`config.mk`:
```
export PLATFORM = sky130hd
export DESIGN_NAME = pulse_gate_ctrl
export DESIGN_NICKNAME = d
export VERILOG_FILES = /design/src/rtl/pulse_gate_ctrl.sv
export SDC_FILE = /design/constraint.sdc
export NUM_CORES = 1
export LEC_CHECK = 0
export BUFFER_PORTS_ARGS = -buffer_cell sky130_fd_sc_hd__buf_4
export CAP_MARGIN = 20
export CORE_ASPECT_RATIO = 0.75
export CORE_MARGIN = 1.5
export CORE_UTILIZATION = 37
export CTS_BUF_LIST = sky130_fd_sc_hd__clkbuf_8
export DETAILED_ROUTE_END_ITERATION = 16
export GPL_TIMING_DRIVEN = 0
export HOLD_SLACK_MARGIN = 0.03
export PLACE_DENSITY_LB_ADDON = 0.12
export SYNTH_ARGS = -nofsm -noshare
export SYNTH_HDL_FRONTEND = slang
export SYNTH_SLANG_ARGS = --single-unit
```
`constraint.sdc`:
```
create_clock -name clk -period 2.2 [get_ports clk]
set_clock_uncertainty 0.2 [all_clocks]
set_input_delay 0.11 -clock clk [delete_from_list [all_inputs] [get_ports clk]]
set_output_delay 0.11 -clock clk [all_outputs]
set_load 0.005 [all_outputs]
```
`src/rtl/pulse_gate_ctrl.sv`:
```
// Gated pulse-frequency measurement controller.
// The raw pulse input is synchronized into clk, and its rising edges are
// counted over a fixed window of GATE_CYCLES clocks. The result is then
// published on countOut together with a one-cycle countValid strobe.
// The controller runs one-shot on start, or back-to-back while contMode is high.
//
// state | meaning
// IDLE  | waiting for start or contMode
// ARM   | clear gate timer, edge counter and saturation flag
// GATE  | window open, count synchronized rising edges
// DONE  | latch result, strobe countValid, rearm or go idle
module pulse_gate_ctrl #(
  parameter int GATE_CYCLES = 100000000,
  parameter int GATE_W      = 27,
  parameter int CNT_W       = 16
) (
  input  logic             clk,
  input  logic             reset,
  input  logic             start,
  input  logic             contMode,
  input  logic             pulseIn,
  output logic             busy,
  output logic [CNT_W-1:0] countOut,
  output logic             countValid,
  output logic             overflow
);

  typedef enum logic [1:0] {IDLE, ARM, GATE, DONE} state_t;

  localparam logic [GATE_W-1:0] GATE_LAST = GATE_W'(GATE_CYCLES - 1);
  localparam logic [CNT_W-1:0]  CNT_MAX   = '1;

  state_t            state;
  state_t            state_nxt;
  logic              s1;
  logic              s2;
  logic              s3;
  logic              pulse_edge;
  logic [GATE_W-1:0] gate_timer;
  logic [CNT_W-1:0]  edge_cnt;
  logic              ovf;

  assign pulse_edge = s2 & ~s3;

  // Three-flop synchronizer; the third flop provides the previous level for edge detection.
  always_ff @(posedge clk or posedge reset) begin
    if (reset) begin
      s1 <= 1'b0;
      s2 <= 1'b0;
      s3 <= 1'b0;
    end else begin
      s1 <= pulseIn;
      s2 <= s1;
      s3 <= s2;
    end
  end

  // State register.
  always_ff @(posedge clk or posedge reset) begin
    if (reset) state <= IDLE;
    else       state <= state_nxt;
  end

  // Next-state decode.
  always_comb begin
    state_nxt = state;
    case (state)
      IDLE:    if (start || contMode) state_nxt = ARM;
      ARM:     state_nxt = GATE;
      GATE:    if (gate_timer == GATE_LAST) state_nxt = DONE;
      DONE:    state_nxt = contMode ? ARM : IDLE;
      default: state_nxt = IDLE;
    endcase
  end

  // Gate timer and saturating edge counter.
  // Edges seen outside the gate window are ignored.
  always_ff @(posedge clk or posedge reset) begin
    if (reset) begin
      gate_timer <= '0;
      edge_cnt   <= '0;
      ovf        <= 1'b0;
    end else begin
      case (state)
        ARM: begin
          gate_timer <= '0;
          edge_cnt   <= '0;
          ovf        <= 1'b0;
        end
        GATE: begin
          gate_timer <= gate_timer + GATE_W'(1);
          if (pulse_edge) begin
            if (edge_cnt == CNT_MAX) ovf <= 1'b1;
            else                     edge_cnt <= edge_cnt + CNT_W'(1);
          end
        end
        default: ;
      endcase
    end
  end

  // Registered outputs. The result is latched while in DONE; busy tracks the state being entered.
  always_ff @(posedge clk or posedge reset) begin
    if (reset) begin
      busy       <= 1'b0;
      countOut   <= '0;
      overflow   <= 1'b0;
      countValid <= 1'b0;
    end else begin
      busy       <= (state_nxt != IDLE);
      countValid <= (state == DONE);
      if (state == DONE) begin
        countOut <= edge_cnt;
        overflow <= ovf;
      end
    end
  end

endmodule

```
==> run metrics <==
Seq cells post-synth=68; Rel. slew slack=0.434; Static Leak=between 1.5 and 2 nW; Post-Syn Nets=about 330; Post-Syn Instances=about 320; routed wire length=7.75 mm; final hold slack=roughly 150 ps; r2r startpoint=state[1]; # DRC=0; layout cells sized above 1=0.334; HP Start=s1; routed vias/inst=5.28; ys flop type=dfrtp_1; met3 usage=0.0520; initial drt markers=approximately 170; post-synth cell types=52; Ys Warns=0; kind of critical path=reg -> reg; post-DP HPWL=about 4.8 mm; layer with the highest usage=met1; pre-CTS WS=-446 ps; largest net degree at the start of global routing=slightly below 70; routed vias=around 2,600; crit path max fanout=5; CTS H-tree depth=3; Antenna Nets Post-Route=0; CTS tree=built; Post-DP Area=0.00363 mm2; MaxCap Viol Count=0; initial core utilization=0.386; clock buffer count from CTS=9; Worst Path Required=approximately 2300 ps; io pins=24; P&R area growth vs syn=28.0%; worst hold-check path type=reg -> reg; Cell Pwr Density=about 860 mW/mm2; top cell type's share of synthesized area=0.517; Worst Path Arrival=around 2400 ps; core area=between 0.008 and 0.009 mm2; Avg WL per Cell=15.9 um; Die X=112 um; met2 Use GR=0.220; unrepaired setup endpoints after global routing=true; Final Cell Area=0.00421 mm2; Hold Vio Cnt, Final=0; fin crit share=1.03; layout net count=386; Cell Count, Final, Fillers Out=488; sequential area share after synthesis=0.517; Final setup viols=2; input/output buffers=23; initial antenna violation count=0; violated checks=negative setup slack; Avg Cell Area, Syn=around 10 um2; met1 usage=0.275; post-synthesis cell area=0.00329 mm2; most frequent cell after synthesis=dfrtp_1; Synth area leaders=dfrtp_1 52%, mux2_2 5.8%, nand3_1 3.2%, nor2_1 3.2%, xnor2_1 2.9%; Placed Instances=approximately 450; nature of the critical path endpoint=flip-flop; # fillers=between 700 and 800; clk slew on worst S/H paths=around 80 ps; first-pass GRT wire length=roughly 13 mm; GP Congestion=~0.81; async set-reset flop share out of synthesis=1.00; antenna cell count=0; Max Root-Sink Buffers=2; CP startpoint=state[1]; row count=29; EDFF count, synth=0; Die Span Y=roughly 85 um; critical path startpoint category=flip-flop; Final Max Tran Viols=0; FMAX=about 440 MHz; Root Driver=clkbuf_8; vias in the first global route=2,402; die area=0.00947 mm2; All-Layer GR Usage=0.173; Worst Slack Setup Final=-68.7 ps; minimum clock period after layout=roughly 2300 ps; Commonest cells post-synth=68 x dfrtp_1, 28 x nor2_1, 25 x nand2_1; DR pass1 iterations=4; Clk Latency, worst-skew pair=approximately 350 ps; Worst Tran Pin Value=849 ps; VDD IR max=0.000456 V; global route overflow=0; area leader, netlist=dfrtp_1; clock sink count=68; status=finished, violations left
[cell families after synthesis]
logic type | after synthesis | synth area share
AND/OR/NAND/NOR | 135 | 0.228
flip-flops | 68 | 0.517
XOR/XNOR | 21 | 0.0559
buffers and inverters | 23 | 0.0304
adder cells (fa/ha/maj) | 5 | 0.0190
AO/OA/AOI/OAI | 44 | 0.0822
multiplexers | 20 | 0.0673
[path summary, 6_finish.rpt]
kind	end	slack, ps	cells past startpoint
min	s2	150	0
min in group asynchronous	gate_timer[13]	290	3
max in group asynchronous	edge_cnt[12]	890	3
max reg2reg	gate_timer[20]	-70	7
min reg2reg	s2	150	0
max	gate_timer[20]	-70	7
[routing by layer]
layer / vias to the layer above / share of wire
li1: 1255 / -
met1: 1246 / 0.54
met2: 66 / 0.40
met3: 9 / 0.052
met4: 0 / 0.011
met5: - / 0
[placed cells by master, fill, tap and decap left out, drive strengths merged, types with 3 or more instances in the layout]
cell and count:
dfrtp 68, buf 51, nor2 32, nand2 25
nand3 21, o21ai 18, mux2 17, inv 16
clkbuf 13, a21oi 12, xnor2 11, nand4 11
xor2 10, nor4 9, nor3 7, or3 7
or2 5, ha 5, and3 4, dlygate4sd3 4
a22o 3, mux2i 3, clkinv 3, and4 3
or4 3
[flip-flops by register name, summed over array words and instances, names as in the netlist]
name / flops
state: 2
s1: 1
gate_timer: 27
edge_cnt: 16
s3: 1
busy: 1
s2: 1
countOut: 16
ovf: 1
countValid: 1
overflow: 1
[layout make-up]
cell class / instances / area, um2 / area share
sequential: 68 / 1710 / 0.405
clock inverter: 6 / 26.3 / 0.00624
tap: 108 / 135 / 0.0321
inverter: 13 / 51.3 / 0.0122
multi-input combinational: 225 / 1710 / 0.406
timing repair buffer: 50 / 389 / 0.0924
clock buffer: 9 / 124 / 0.0294
buffer: 9 / 71.3 / 0.0169
[stage by stage]
step | power (mW) | utilization | TNS [ps]
2_1_floorplan | 2.13 | - | -98.3
3_3_place_gp | 2.45 | 0.425 | -66700
3_5_place_dp | 2.46 | 0.425 | -11360
4_1_cts | 3.54 | 0.473 | -210
5_1_grt | 3.87 | 0.494 | -714
6_report | 3.64 | 0.494 | -131
[worst max-delay path, cell delays in order (launching register included)]
cell,delay [ps]
dfrtp_1,360
inv_1,70
ha_4,280
buf_8,110
nand4_4,70
or4_4,570
or3_1,410
a21oi_1,120
[power by group]
group	leakage [nW]	internal, mW	total (mW)	switching (mW)
combinational	0.950	0.615	1.40	0.783
sequential	0.928	1.33	1.39	0.0648
clock	0.0924	0.384	0.846	0.461
[what timing repair did]
| item | CTS | global route |
|---|---|---|
| setup endpoints to repair | 47 | 27 |
| gates cloned | 1 | 1 |
| hold endpoints to repair | 70 | 0 |
| pin swaps | 14 | 9 |
| gates resized for setup | 24 | 28 |
| hold buffers | 4 | 0 |
| buffers inserted | 14 | 7 |
(Power assumes the default switching activity.)
